<file path="src/rtl/e203_longpwbck_pkg.sv">
// Shared defaults and buffer-entry layout for the long-pipe
// write-back collector.
package e203_longpwbck_pkg;

    localparam int DEF_NCH     = 2;
    localparam int DEF_FLEN    = 32;
    localparam int DEF_ITAG_W  = 1;
    localparam int DEF_RFIDX_W = 5;
    localparam int DEF_PC_W    = 32;
    localparam int DEF_ADDR_W  = 32;
    localparam int DEF_WDG_W   = 8;
    localparam int FLAG_W      = 5;

    typedef struct packed {
        logic [DEF_FLEN-1:0]    wdat;
        logic [FLAG_W-1:0]      flags;
        logic                   insterr;
        logic                   ld;
        logic                   st;
        logic                   buserr;
        logic [DEF_ADDR_W-1:0]  badaddr;
        logic [DEF_RFIDX_W-1:0] rdidx;
        logic                   rdfpu;
        logic [DEF_PC_W-1:0]    pc;
    } lpw_ent_t;

endpackage

</file>
<file path="src/rtl/e203_exu_longpwbck_mc_if.sv">
// Bundle of channel inputs, OITF head, and write-back/exception
// outputs of the long-pipe write-back collector.
interface e203_exu_longpwbck_mc_if
    import e203_longpwbck_pkg::*;
#(
    parameter int NCH     = DEF_NCH,
    parameter int FLEN    = DEF_FLEN,
    parameter int ITAG_W  = DEF_ITAG_W,
    parameter int RFIDX_W = DEF_RFIDX_W,
    parameter int PC_W    = DEF_PC_W,
    parameter int ADDR_W  = DEF_ADDR_W
);
    logic [NCH-1:0]        ch_wbck_i_valid;
    logic [NCH-1:0]        ch_wbck_i_ready;
    logic [NCH*FLEN-1:0]   ch_wbck_i_wdat;
    logic [NCH*5-1:0]      ch_wbck_i_flags;
    logic [NCH*ITAG_W-1:0] ch_wbck_i_itag;
    logic [NCH-1:0]        ch_wbck_i_err;
    logic [NCH-1:0]        ch_cmt_i_insterr;
    logic [NCH-1:0]        ch_cmt_i_ld;
    logic [NCH-1:0]        ch_cmt_i_st;
    logic [NCH-1:0]        ch_cmt_i_buserr;
    logic [NCH*ADDR_W-1:0] ch_cmt_i_badaddr;

    logic                  longp_wbck_o_valid;
    logic                  longp_wbck_o_ready;
    logic [FLEN-1:0]       longp_wbck_o_wdat;
    logic [4:0]            longp_wbck_o_flags;
    logic [RFIDX_W-1:0]    longp_wbck_o_rdidx;
    logic                  longp_wbck_o_rdfpu;

    logic                  longp_excp_o_valid;
    logic                  longp_excp_o_ready;
    logic                  longp_excp_o_insterr;
    logic                  longp_excp_o_ld;
    logic                  longp_excp_o_st;
    logic                  longp_excp_o_buserr;
    logic [ADDR_W-1:0]     longp_excp_o_badaddr;
    logic [PC_W-1:0]       longp_excp_o_pc;

    logic                  oitf_empty;
    logic [ITAG_W-1:0]     oitf_ret_ptr;
    logic [RFIDX_W-1:0]    oitf_ret_rdidx;
    logic [PC_W-1:0]       oitf_ret_pc;
    logic                  oitf_ret_rdwen;
    logic                  oitf_ret_rdfpu;
    logic                  oitf_ret_ena;
    logic                  wdg_timeout;

    modport master (
        output ch_wbck_i_valid, ch_wbck_i_wdat, ch_wbck_i_flags,
        output ch_wbck_i_itag, ch_wbck_i_err,
        output ch_cmt_i_insterr, ch_cmt_i_ld, ch_cmt_i_st,
        output ch_cmt_i_buserr, ch_cmt_i_badaddr,
        input  ch_wbck_i_ready,
        input  longp_wbck_o_valid, longp_wbck_o_wdat,
        input  longp_wbck_o_flags, longp_wbck_o_rdidx,
        input  longp_wbck_o_rdfpu,
        output longp_wbck_o_ready,
        input  longp_excp_o_valid, longp_excp_o_insterr,
        input  longp_excp_o_ld, longp_excp_o_st,
        input  longp_excp_o_buserr, longp_excp_o_badaddr,
        input  longp_excp_o_pc,
        output longp_excp_o_ready,
        output oitf_empty, oitf_ret_ptr, oitf_ret_rdidx,
        output oitf_ret_pc, oitf_ret_rdwen, oitf_ret_rdfpu,
        input  oitf_ret_ena, wdg_timeout
    );

    modport slave (
        input  ch_wbck_i_valid, ch_wbck_i_wdat, ch_wbck_i_flags,
        input  ch_wbck_i_itag, ch_wbck_i_err,
        input  ch_cmt_i_insterr, ch_cmt_i_ld, ch_cmt_i_st,
        input  ch_cmt_i_buserr, ch_cmt_i_badaddr,
        output ch_wbck_i_ready,
        output longp_wbck_o_valid, longp_wbck_o_wdat,
        output longp_wbck_o_flags, longp_wbck_o_rdidx,
        output longp_wbck_o_rdfpu,
        input  longp_wbck_o_ready,
        output longp_excp_o_valid, longp_excp_o_insterr,
        output longp_excp_o_ld, longp_excp_o_st,
        output longp_excp_o_buserr, longp_excp_o_badaddr,
        output longp_excp_o_pc,
        input  longp_excp_o_ready,
        input  oitf_empty, oitf_ret_ptr, oitf_ret_rdidx,
        input  oitf_ret_pc, oitf_ret_rdwen, oitf_ret_rdfpu,
        output oitf_ret_ena, wdg_timeout
    );

endinterface

</file>
<file path="src/rtl/e203_longpwbck_prio.sv">
// One-hot lowest-index priority picker.
module e203_longpwbck_prio #(
    parameter int N = 2
) (
    input  logic [N-1:0] req,
    output logic [N-1:0] gnt
);

    // scan high to low so the lowest requester is written last
    always_comb begin
        gnt = '0;
        for (int i = N - 1; i >= 0; i--) begin
            if (req[i]) begin
                gnt    = '0;
                gnt[i] = 1'b1;
            end
        end
    end

endmodule

</file>
<file path="src/rtl/e203_exu_longpwbck_mc.sv">
// Long-pipe write-back collector: picks the channel matching the
// OITF head, buffers it, and drives write-back/exception commit.
module e203_exu_longpwbck_mc
    import e203_longpwbck_pkg::*;
#(
    parameter int NCH     = DEF_NCH,
    parameter int FLEN    = DEF_FLEN,
    parameter int ITAG_W  = DEF_ITAG_W,
    parameter int RFIDX_W = DEF_RFIDX_W,
    parameter int PC_W    = DEF_PC_W,
    parameter int ADDR_W  = DEF_ADDR_W,
    parameter int WDG_W   = DEF_WDG_W
) (
    input  logic clk,
    input  logic rst,
    e203_exu_longpwbck_mc_if.slave bus
);

    logic [NCH-1:0]   elig;
    logic [NCH-1:0]   gnt;
    logic [NCH-1:0]   rdy;
    logic             wbck_pend;
    logic             excp_pend;
    logic             nul_pend;
    logic             buf_empty;
    logic             cap;
    logic             wbck_hs;
    logic             excp_hs;
    logic             last_clr;
    logic             win_err;
    logic             wdg_inc;
    lpw_ent_t         ent;
    lpw_ent_t         win;
    logic [WDG_W-1:0] wdg_cnt;

    // a channel is eligible when it returns the OITF head's tag
    always_comb begin
        elig = '0;
        for (int c = 0; c < NCH; c++) begin
            elig[c] = bus.ch_wbck_i_valid[c] & ~bus.oitf_empty
                & (bus.ch_wbck_i_itag[c*ITAG_W +: ITAG_W]
                   == bus.oitf_ret_ptr);
        end
    end

    e203_longpwbck_prio #(
        .N (NCH)
    ) u_prio (
        .req (elig),
        .gnt (gnt)
    );

    // a null entry still occupies the buffer for its retire cycle
    assign buf_empty = ~wbck_pend & ~excp_pend & ~nul_pend;
    assign rdy       = gnt & {NCH{buf_empty & ~rst}};
    assign cap       = |rdy;
    assign bus.ch_wbck_i_ready = rdy;

    // mux the winning channel's fields together with the OITF head
    always_comb begin
        win     = '0;
        win_err = 1'b0;
        for (int c = 0; c < NCH; c++) begin
            if (gnt[c]) begin
                win.wdat    = bus.ch_wbck_i_wdat[c*FLEN +: FLEN];
                win.flags   = bus.ch_wbck_i_flags[c*5 +: 5];
                win.insterr = bus.ch_cmt_i_insterr[c];
                win.ld      = bus.ch_cmt_i_ld[c];
                win.st      = bus.ch_cmt_i_st[c];
                win.buserr  = bus.ch_cmt_i_buserr[c];
                win.badaddr = bus.ch_cmt_i_badaddr[c*ADDR_W +: ADDR_W];
                win_err     = bus.ch_wbck_i_err[c];
            end
        end
        win.rdidx = bus.oitf_ret_rdidx;
        win.rdfpu = bus.oitf_ret_rdfpu;
        win.pc    = bus.oitf_ret_pc;
    end

    assign wbck_hs  = wbck_pend & bus.longp_wbck_o_ready;
    assign excp_hs  = excp_pend & bus.longp_excp_o_ready;
    assign last_clr = (wbck_hs | excp_hs)
                    & (wbck_hs | ~wbck_pend)
                    & (excp_hs | ~excp_pend);
    assign bus.oitf_ret_ena = ~rst & (last_clr | nul_pend);

    // one-entry buffer: capture when empty, drain per handshake
    always_ff @(posedge clk) begin
        if (rst) begin
            wbck_pend <= 1'b0;
            excp_pend <= 1'b0;
            nul_pend  <= 1'b0;
            ent       <= '0;
        end else if (cap) begin
            wbck_pend <= bus.oitf_ret_rdwen & ~win_err;
            excp_pend <= win_err;
            nul_pend  <= ~bus.oitf_ret_rdwen & ~win_err;
            ent       <= win;
        end else begin
            wbck_pend <= wbck_pend & ~wbck_hs;
            excp_pend <= excp_pend & ~excp_hs;
            nul_pend  <= 1'b0;
        end
    end

    assign wdg_inc = ~bus.oitf_empty & buf_empty & ~(|elig);

    // watchdog: counts stalled cycles at the OITF head, saturating
    always_ff @(posedge clk) begin
        if (rst || cap || bus.oitf_empty) begin
            wdg_cnt <= '0;
        end else if (wdg_inc && !(&wdg_cnt)) begin
            wdg_cnt <= wdg_cnt + 1'b1;
        end
    end

    assign bus.wdg_timeout = &wdg_cnt;

    assign bus.longp_wbck_o_valid = wbck_pend;
    assign bus.longp_wbck_o_wdat  = wbck_pend ? ent.wdat : '0;
    assign bus.longp_wbck_o_flags = wbck_pend ? ent.flags : '0;
    assign bus.longp_wbck_o_rdidx =
        wbck_pend ? ent.rdidx : RFIDX_W'(0);
    assign bus.longp_wbck_o_rdfpu = wbck_pend & ent.rdfpu;

    assign bus.longp_excp_o_valid   = excp_pend;
    assign bus.longp_excp_o_insterr = excp_pend & ent.insterr;
    assign bus.longp_excp_o_ld      = excp_pend & ent.ld;
    assign bus.longp_excp_o_st      = excp_pend & ent.st;
    assign bus.longp_excp_o_buserr  = excp_pend & ent.buserr;
    assign bus.longp_excp_o_badaddr = excp_pend ? ent.badaddr : '0;
    assign bus.longp_excp_o_pc      = excp_pend ? ent.pc : PC_W'(0);

endmodule

</file>
<file path="src/flat_wrapper.sv">
// flat-port wrapper written by rule: the top's interface ports become plain ports
module e203_exu_longpwbck_mc_flat import e203_longpwbck_pkg::*;
#(
    parameter int NCH     = DEF_NCH,
    parameter int FLEN    = DEF_FLEN,
    parameter int ITAG_W  = DEF_ITAG_W,
    parameter int RFIDX_W = DEF_RFIDX_W,
    parameter int PC_W    = DEF_PC_W,
    parameter int ADDR_W  = DEF_ADDR_W,
    parameter int WDG_W   = DEF_WDG_W
)
  (clk, rst, bus_ch_wbck_i_valid, bus_ch_wbck_i_wdat, bus_ch_wbck_i_flags, bus_ch_wbck_i_itag, bus_ch_wbck_i_err, bus_ch_cmt_i_insterr, bus_ch_cmt_i_ld, bus_ch_cmt_i_st, bus_ch_cmt_i_buserr, bus_ch_cmt_i_badaddr, bus_ch_wbck_i_ready, bus_longp_wbck_o_valid, bus_longp_wbck_o_wdat, bus_longp_wbck_o_flags, bus_longp_wbck_o_rdidx, bus_longp_wbck_o_rdfpu, bus_longp_wbck_o_ready, bus_longp_excp_o_valid, bus_longp_excp_o_insterr, bus_longp_excp_o_ld, bus_longp_excp_o_st, bus_longp_excp_o_buserr, bus_longp_excp_o_badaddr, bus_longp_excp_o_pc, bus_longp_excp_o_ready, bus_oitf_empty, bus_oitf_ret_ptr, bus_oitf_ret_rdidx, bus_oitf_ret_pc, bus_oitf_ret_rdwen, bus_oitf_ret_rdfpu, bus_oitf_ret_ena, bus_wdg_timeout);
  e203_exu_longpwbck_mc_if #(.NCH(NCH), .FLEN(FLEN), .ITAG_W(ITAG_W), .RFIDX_W(RFIDX_W), .PC_W(PC_W), .ADDR_W(ADDR_W)) bus_i ();
  input  logic clk;
  input  logic rst;
  input wire logic [$bits(bus_i.ch_wbck_i_valid)-1:0] bus_ch_wbck_i_valid;
  input wire logic [$bits(bus_i.ch_wbck_i_wdat)-1:0] bus_ch_wbck_i_wdat;
  input wire logic [$bits(bus_i.ch_wbck_i_flags)-1:0] bus_ch_wbck_i_flags;
  input wire logic [$bits(bus_i.ch_wbck_i_itag)-1:0] bus_ch_wbck_i_itag;
  input wire logic [$bits(bus_i.ch_wbck_i_err)-1:0] bus_ch_wbck_i_err;
  input wire logic [$bits(bus_i.ch_cmt_i_insterr)-1:0] bus_ch_cmt_i_insterr;
  input wire logic [$bits(bus_i.ch_cmt_i_ld)-1:0] bus_ch_cmt_i_ld;
  input wire logic [$bits(bus_i.ch_cmt_i_st)-1:0] bus_ch_cmt_i_st;
  input wire logic [$bits(bus_i.ch_cmt_i_buserr)-1:0] bus_ch_cmt_i_buserr;
  input wire logic [$bits(bus_i.ch_cmt_i_badaddr)-1:0] bus_ch_cmt_i_badaddr;
  output wire logic [$bits(bus_i.ch_wbck_i_ready)-1:0] bus_ch_wbck_i_ready;
  output wire logic [$bits(bus_i.longp_wbck_o_valid)-1:0] bus_longp_wbck_o_valid;
  output wire logic [$bits(bus_i.longp_wbck_o_wdat)-1:0] bus_longp_wbck_o_wdat;
  output wire logic [$bits(bus_i.longp_wbck_o_flags)-1:0] bus_longp_wbck_o_flags;
  output wire logic [$bits(bus_i.longp_wbck_o_rdidx)-1:0] bus_longp_wbck_o_rdidx;
  output wire logic [$bits(bus_i.longp_wbck_o_rdfpu)-1:0] bus_longp_wbck_o_rdfpu;
  input wire logic [$bits(bus_i.longp_wbck_o_ready)-1:0] bus_longp_wbck_o_ready;
  output wire logic [$bits(bus_i.longp_excp_o_valid)-1:0] bus_longp_excp_o_valid;
  output wire logic [$bits(bus_i.longp_excp_o_insterr)-1:0] bus_longp_excp_o_insterr;
  output wire logic [$bits(bus_i.longp_excp_o_ld)-1:0] bus_longp_excp_o_ld;
  output wire logic [$bits(bus_i.longp_excp_o_st)-1:0] bus_longp_excp_o_st;
  output wire logic [$bits(bus_i.longp_excp_o_buserr)-1:0] bus_longp_excp_o_buserr;
  output wire logic [$bits(bus_i.longp_excp_o_badaddr)-1:0] bus_longp_excp_o_badaddr;
  output wire logic [$bits(bus_i.longp_excp_o_pc)-1:0] bus_longp_excp_o_pc;
  input wire logic [$bits(bus_i.longp_excp_o_ready)-1:0] bus_longp_excp_o_ready;
  input wire logic [$bits(bus_i.oitf_empty)-1:0] bus_oitf_empty;
  input wire logic [$bits(bus_i.oitf_ret_ptr)-1:0] bus_oitf_ret_ptr;
  input wire logic [$bits(bus_i.oitf_ret_rdidx)-1:0] bus_oitf_ret_rdidx;
  input wire logic [$bits(bus_i.oitf_ret_pc)-1:0] bus_oitf_ret_pc;
  input wire logic [$bits(bus_i.oitf_ret_rdwen)-1:0] bus_oitf_ret_rdwen;
  input wire logic [$bits(bus_i.oitf_ret_rdfpu)-1:0] bus_oitf_ret_rdfpu;
  output wire logic [$bits(bus_i.oitf_ret_ena)-1:0] bus_oitf_ret_ena;
  output wire logic [$bits(bus_i.wdg_timeout)-1:0] bus_wdg_timeout;
  assign bus_i.ch_wbck_i_valid = bus_ch_wbck_i_valid;
  assign bus_i.ch_wbck_i_wdat = bus_ch_wbck_i_wdat;
  assign bus_i.ch_wbck_i_flags = bus_ch_wbck_i_flags;
  assign bus_i.ch_wbck_i_itag = bus_ch_wbck_i_itag;
  assign bus_i.ch_wbck_i_err = bus_ch_wbck_i_err;
  assign bus_i.ch_cmt_i_insterr = bus_ch_cmt_i_insterr;
  assign bus_i.ch_cmt_i_ld = bus_ch_cmt_i_ld;
  assign bus_i.ch_cmt_i_st = bus_ch_cmt_i_st;
  assign bus_i.ch_cmt_i_buserr = bus_ch_cmt_i_buserr;
  assign bus_i.ch_cmt_i_badaddr = bus_ch_cmt_i_badaddr;
  assign bus_ch_wbck_i_ready = bus_i.ch_wbck_i_ready;
  assign bus_longp_wbck_o_valid = bus_i.longp_wbck_o_valid;
  assign bus_longp_wbck_o_wdat = bus_i.longp_wbck_o_wdat;
  assign bus_longp_wbck_o_flags = bus_i.longp_wbck_o_flags;
  assign bus_longp_wbck_o_rdidx = bus_i.longp_wbck_o_rdidx;
  assign bus_longp_wbck_o_rdfpu = bus_i.longp_wbck_o_rdfpu;
  assign bus_i.longp_wbck_o_ready = bus_longp_wbck_o_ready;
  assign bus_longp_excp_o_valid = bus_i.longp_excp_o_valid;
  assign bus_longp_excp_o_insterr = bus_i.longp_excp_o_insterr;
  assign bus_longp_excp_o_ld = bus_i.longp_excp_o_ld;
  assign bus_longp_excp_o_st = bus_i.longp_excp_o_st;
  assign bus_longp_excp_o_buserr = bus_i.longp_excp_o_buserr;
  assign bus_longp_excp_o_badaddr = bus_i.longp_excp_o_badaddr;
  assign bus_longp_excp_o_pc = bus_i.longp_excp_o_pc;
  assign bus_i.longp_excp_o_ready = bus_longp_excp_o_ready;
  assign bus_i.oitf_empty = bus_oitf_empty;
  assign bus_i.oitf_ret_ptr = bus_oitf_ret_ptr;
  assign bus_i.oitf_ret_rdidx = bus_oitf_ret_rdidx;
  assign bus_i.oitf_ret_pc = bus_oitf_ret_pc;
  assign bus_i.oitf_ret_rdwen = bus_oitf_ret_rdwen;
  assign bus_i.oitf_ret_rdfpu = bus_oitf_ret_rdfpu;
  assign bus_oitf_ret_ena = bus_i.oitf_ret_ena;
  assign bus_wdg_timeout = bus_i.wdg_timeout;
  e203_exu_longpwbck_mc #(.NCH(NCH), .FLEN(FLEN), .ITAG_W(ITAG_W), .RFIDX_W(RFIDX_W), .PC_W(PC_W), .ADDR_W(ADDR_W), .WDG_W(WDG_W)) u_core (.clk(clk), .rst(rst), .bus(bus_i));
endmodule
</file>
<file path="config.mk">
export PLATFORM = sky130hd
export DESIGN_NAME = e203_exu_longpwbck_mc_flat
export DESIGN_NICKNAME = d
export VERILOG_FILES = /design/src/rtl/e203_longpwbck_pkg.sv /design/src/rtl/e203_exu_longpwbck_mc_if.sv /design/src/rtl/e203_longpwbck_prio.sv /design/src/rtl/e203_exu_longpwbck_mc.sv /design/src/flat_wrapper.sv
export SDC_FILE = /design/constraint.sdc
export NUM_CORES = 1
export LEC_CHECK = 0
export ABC_AREA = 1
export CORE_MARGIN = 5
export CORE_UTILIZATION = 46
export CTS_BUF_LIST = sky130_fd_sc_hd__clkbuf_4 sky130_fd_sc_hd__clkbuf_8
export CTS_CLUSTER_DIAMETER = 150
export DETAILED_ROUTE_END_ITERATION = 8
export PLACE_DENSITY_LB_ADDON = 0.25
export SETUP_SLACK_MARGIN = 0.1
export SYNTH_ARGS = -nofsm -noshare
export SYNTH_HDL_FRONTEND = slang
export SYNTH_SLANG_ARGS = --single-unit
</file>
<file path="constraint.sdc">
create_clock -name clk -period 2.9 [get_ports clk]
set_input_delay 0.58 -clock clk [delete_from_list [all_inputs] [get_ports clk]]
set_output_delay 0.58 -clock clk [all_outputs]
set_load 0.05 [all_outputs]
</file>
* Word level (Yosys, flattened, before mapping)
Index checks and enable logic that the tools add are counted.
** Storage, ports and cells
- Bits in registers :: 122
- Bits of input ports :: 197
- Output and inout port bits :: 117
- Word-level logic and storage cells :: 77
** Cells by class
- Add/subtract/negate cells :: 1
- Bitwise operators :: 39
- Reductions and logical operators :: 8
- Equal/unequal tests :: 2
- Muxes and demuxes :: 13
** Operators by type and width (count)
- two-way mux 73 bit :: 2
- two-way mux 32 bit :: 3
- AND 1 bit :: 23
- inverter 1 bit :: 11
- two-way mux 5 bit :: 2
- adder 8 x 1 -> 8 bit (second input constant) :: 1
- AND reduction 8 bit :: 1
- OR reduction 2 bit :: 3
- two-way mux 1 bit :: 4
- two-way mux 2 bit :: 2
- OR 1 bit :: 4
- AND 2 bit :: 1
- equality test 1 bit :: 2
- logical OR 1 bit :: 2
- logical AND 1 bit :: 1
- zero test 1 bit :: 1

* Logic depth before layout (Yosys ltp)
- Depth after elaboration :: 10
- Gate-level depth with buffers :: 10
- Depth with buffers taken out :: 9

* Cells and area by module
A second synthesis with hierarchy kept.
** Unflattened totals
- Cells, all modules :: 850
- Area, all modules :: 5741.8 sq um
** Modules (own cells, without submodules)
- e203_exu_longpwbck_mc :: sequential area each 2442.3 sq um, times used 1, cells each 847, area an instance 5724.2 sq um
- e203_longpwbck_prio :: sequential area each 0.0 sq um, times used 1, cells each 3, area an instance 17.5 sq um

* Worst setup path before layout
No wires, ideal clock.
- Kind :: register -> output
- From :: reg u_core.wbck_pend, in the netlist u_core.bus.longp_wbck_o_valid
- To :: out bus_oitf_ret_ena
- Buffers on the path :: 1
- Data required time :: 2.320 ns
- Slack :: 0.163 ns
- Cell stages (with the launch flop) :: 5
- Arrival :: 2.157 ns
- Cells stage by stage :: dfxtp_1 -> buf_2 -> nor2_4 -> or3b_2 -> a21oi_1
** Between the ends
- Cells in the longest elaborated chain, start to end :: 6
- Elaborated cells on any way between the ends :: 8
- Classes of those cells :: bitwise (8)
** Ends and longest elaborated chain
- start: declaration :: RTL line e203_exu_longpwbck_mc.sv:22 : logic wbck_pend;
- start signal: assignment :: RTL line e203_exu_longpwbck_mc.sv:95 : wbck_pend <= bus.oitf_ret_rdwen & ~win_err;
- start signal: assignment :: RTL line e203_exu_longpwbck_mc.sv:100 : wbck_pend <= wbck_pend & ~wbck_hs;
- AND 1 bit or inverter 1 bit (tied branches) :: RTL line e203_exu_longpwbck_mc.sv:80, e203_exu_longpwbck_mc.sv:83
- OR 1 bit (on tied branches) :: RTL line e203_exu_longpwbck_mc.sv:82, e203_exu_longpwbck_mc.sv:83
- AND 1 bit * :: RTL line e203_exu_longpwbck_mc.sv:83 : & (wbck_hs | ~wbck_pend)
- AND 1 bit * :: RTL line e203_exu_longpwbck_mc.sv:84 : & (excp_hs | ~excp_pend);
- OR 1 bit * :: RTL line e203_exu_longpwbck_mc.sv:85 : assign bus.oitf_ret_ena = ~rst & (last_clr | nul_pend);
- AND 1 bit * :: RTL line e203_exu_longpwbck_mc.sv:85
- end: declaration :: RTL line flat_wrapper.sv:47 : output wire logic [$bits(bus_i.oitf_ret_ena)-1:0] bus_oitf_ret_ena;
Mark *: on every way between the ends. The rest lies on a longest branch, timed or not.

* Worst setup path after layout
- From :: reg u_core.excp_pend, in the netlist u_core.bus.longp_excp_o_valid
- To :: out bus_oitf_ret_ena
** Between the ends
- Cells in the longest elaborated chain, start to end :: 6
- Elaborated cells on any way between the ends :: 8
- Classes of those cells :: bitwise (8)
** Ends and longest elaborated chain
- start: declaration :: RTL line e203_exu_longpwbck_mc.sv:23 : logic excp_pend;
- start signal: assignment :: RTL line e203_exu_longpwbck_mc.sv:96 : excp_pend <= win_err;
- start signal: assignment :: RTL line e203_exu_longpwbck_mc.sv:101 : excp_pend <= excp_pend & ~excp_hs;
- AND 1 bit :: RTL line e203_exu_longpwbck_mc.sv:81 : assign excp_hs = excp_pend & bus.longp_excp_o_ready;
- OR 1 bit :: RTL line e203_exu_longpwbck_mc.sv:82 : assign last_clr = (wbck_hs | excp_hs)
- AND 1 bit :: RTL line e203_exu_longpwbck_mc.sv:83
- AND 1 bit * :: RTL line e203_exu_longpwbck_mc.sv:84
- OR 1 bit * :: RTL line e203_exu_longpwbck_mc.sv:85
- AND 1 bit * :: RTL line e203_exu_longpwbck_mc.sv:85
Marked as above.

==> metrics.md <==
| Metric | Value |
|---|---|
| H-tree levels | `4` |
| Mux contribution to synthesized area | `0%` |
| DRC | `0` |
| Die X-Extent | `131 um` |
| GRT Overall Usage | `between 20% and 30%` |
| CP Launch Point | `u_core.bus.longp_excp_o_valid$_SDFF_PP0_` |
| Worst Max-Slew Pin Slew | `0.559 ns` |
| CTS Hold Bufs | `0` |
| Ranking of synthesized cells by area | `dfxtp_1 (36%), nand2_1 (28%), inv_1 (10%)` |
| Fin cells | `between 1,500 and 2,000` |
| Die height | `131 um` |
| Post-Synth XOR/XNOR Area | `0.388%` |
| Final setup fails | `0` |
| Number of nets in the layout | `1,633` |
| Iteration-0 DRC Markers | `just under 400` |
| Synthesized netlist cell count | `~1,200` |
| Wire length per cell | `approximately 14 um` |
| Min-Delay Path Class | `reg -> reg` |
| Post-route minimum period | `2.66 ns` |
| Area leader, netlist | `dfxtp_1` |
| Total wire length | `roughly 22 mm` |
| First-pass GRT wire length | `35.8 mm` |
| Arr. time, crit path | `roughly 2.1 ns` |
| CTS clk-pin slew, worst paths | `roughly 0.070 ns` |
| Syn Nets | `about 1,400` |
| Post-CTS setup buffers | `0` |
| Inst Count DP | `between 1,500 and 2,000` |
| Fmax achieved | `375 MHz` |
| Maximum vdd drop | `roughly 0.3 mV` |
| CTS tree | `yes` |
| Post-synth top area share | `36.0%` |
| Compound-cell area share of the yosys netlist | `roughly 4.0%` |
| Resized Gates After CTS | `5` |
| Routed Antenna Nets | `0` |
| Die area | `roughly 17,000 um2` |
| Placed Area | `around 9900 um2` |
| Critical Path RT | `2.32 ns` |
| Crit share post-route | `between 90% and 100%` |
| Simple-Gate Fraction of Synth Area | `a little over two fifths` |
| Number of global-route vias before repair | `between 7,000 and 8,000` |
| Hold wc startpoint | `u_core.ent[9]$_SDFFE_PP0N_` |
| Setup Skew | `between 0.01 and 0.015 ns` |
| RSZ-0062 raised after global routing | `false` |
| Placer Congestion | `about 0.85` |
| Synth Cell Area | `a little under 7000 um2` |
| Initial Utilization | `between 40% and 50%` |
| # Max-Cap Violations | `0` |
| CP Launch Type | `flop` |
| Rows | `44` |
| Io pins | `around 310` |
| Max-slew headroom | `62.6%` |
| Post-DP HPWL | `between 15 and 20 mm` |
| Maximum number of pins on one net before global-route repair | `90` |
| Num CTS Buffers | `17` |
| Clock Path Buffers | `2` |
| Critical path type | `reg -> out` |
| LEAKAGE | `roughly 6.4 nW` |
| Outcome | `finished clean` |
| Synth warn | `0` |
| Area share of fa/ha/maj cells after synthesis | `0.185%` |
| FF-to-FF Start | `u_core.bus.longp_excp_o_valid$_SDFF_PP0_` |
| Area delta synth->final | `53.6%` |
| CTS Sinks | `between 100 and 150` |
| Most common cell after layout, fill and taps aside | `nand2_1` |
| Layout cells sized above 1 | `8.98%` |
| Pwr/cell area | `just under 400 nW/um2` |
| Total number of vias | `between 7,000 and 8,000` |
| Number of iterations in the first detailed-routing pass | `4` |
| Synth unique cells | `25` |
| Total Neg Setup Slack | `0 ns` |
| Root Driver | `clkbuf_8` |
| Post-route cell area | `10,400 um2` |
| Synthesized flop and latch total | `approximately 120` |
| Crit. End Element | `output pin` |
| Sequential cell area fraction in the yosys report | `36.0%` |
| Most frequent cells in the layout | `nand2_1 (508), clkdlybuf4s50_1 (216), inv_1 (185)` |
| Total power | `around 0.0041 W` |
| Final number of hold-violating endpoints | `0` |
| Initial antenna violation count | `2` |
| Combinational family with the most area after synthesis | `simple AND/OR/NAND/NOR gates` |
| Mean post-synth cell area | `5.87 um2` |
| Crit-path max FO | `24` |
| Core area | `about 14,000 um2` |
| Slew Limit Fails | `0` |
| Worst-Skew Late Latency | `between 0.4 and 0.5 ns` |
| Total gr overflow | `0` |
| Port Buf Inserts | `313` |
| Vias per cell | `about 4.6` |
## layer usage
layer / part of all wire, % / GRT usage (%) / vias to the layer above
met1: 40 / 28.6 / 3352
met3: 8.5 / 8.94 / 49
met2: 48 / 42.2 / 240
met4: 3.1 / 9.49 / 0
li1: - / - / 3950
met5: 0 / 0 / -
## path summary, 6_finish.rpt
| check | endpoint | slack, ns | cells past startpoint |
|---|---|---|---|
| worst min-delay path | u_core.ent[9]$_SDFFE_PP0N_ | 0.47 | 2 |
| worst max register to register | u_core.wdg_cnt[2]$_SDFFE_PP0P_ | 0.98 | 7 |
| worst max-delay path | bus_oitf_ret_ena | 0.24 | 5 |
| worst min register to register | u_core.ent[9]$_SDFFE_PP0N_ | 0.47 | 2 |
## flip-flops by register name, summed over array words and instances (netlist names)
register	flops
u_core.wdg_cnt	8
u_core.ent	111
u_core.bus.longp_wbck_o_valid	1
u_core.bus.longp_excp_o_valid	1
u_core.nul_pend	1
## stage by stage
stage	hold slack [ns]	utilization, %	setup WS [ns]
after floorplan	0.443	-	0.163
after global placement	0.452	68.4	0.333
after detailed placement	0.455	68.4	0.306
after CTS	0.466	71.1	0.0739
after global routing	0.486	71.9	0.134
final	0.466	71.9	0.236
## layout make-up
cell class / count / area (um2)
Antenna cell: 2 / 5.00
Clock buffer: 24 / 305
Clock inverter: 8 / 92.6
Fill cell: 1274 / 4070
Inverter: 188 / 708
Multi-Input combinational cell: 776 / 3290
Sequential cell: 122 / 2450
Tap cell: 184 / 230
Timing Repair Buffer: 330 / 3340
## critical path, cell delays in order (launching register included)
cell,delay (ns)
dfxtp_4,0.44
buf_4,0.22
nand2_1,0.10
or3b_2,0.45
a21oi_1,0.25
buf_12,0.18
## kinds of logic (layout without fill, tap and decap cells)
group / Yosys count / in the layout
AO/OA/AOI/OAI: 47 / 47
XOR/XNOR: 3 / 3
adder cells (fa/ha/maj): 1 / 1
buffers and inverters: 256 / 550
flip-flops: 122 / 122
other: 0 / 2
AND/OR/NAND/NOR: 725 / 725
## Yosys cell counts
cell,n
nand2_1,508
inv_1,185
dfxtp_1,122
nand3_1,106
nor2_1,92
a21oi_1,36
clkbuf_1,28
buf_2,21
nand2_4,11
a21oi_2,10
buf_1,9
buf_4,6
buf_6,3
xor2_1,3
inv_2,2
nand4_1,2
nor2_4,2
buf_12,1
clkinv_1,1
ha_1,1
nand2_2,1
nand3_2,1
nand3b_1,1
o21ai_0,1
or3b_2,1
## power by group
| part | leakage [nW] | switching, W | internal, W |
|---|---|---|---|
| combinational | 5.25 | 0.000405 | 0.000385 |
| sequential | 0.991 | 0.0000458 | 0.00175 |
| clock | 0.210 | 0.000662 | 0.000862 |
No activity file was read; power rests on OpenSTA's default activity.
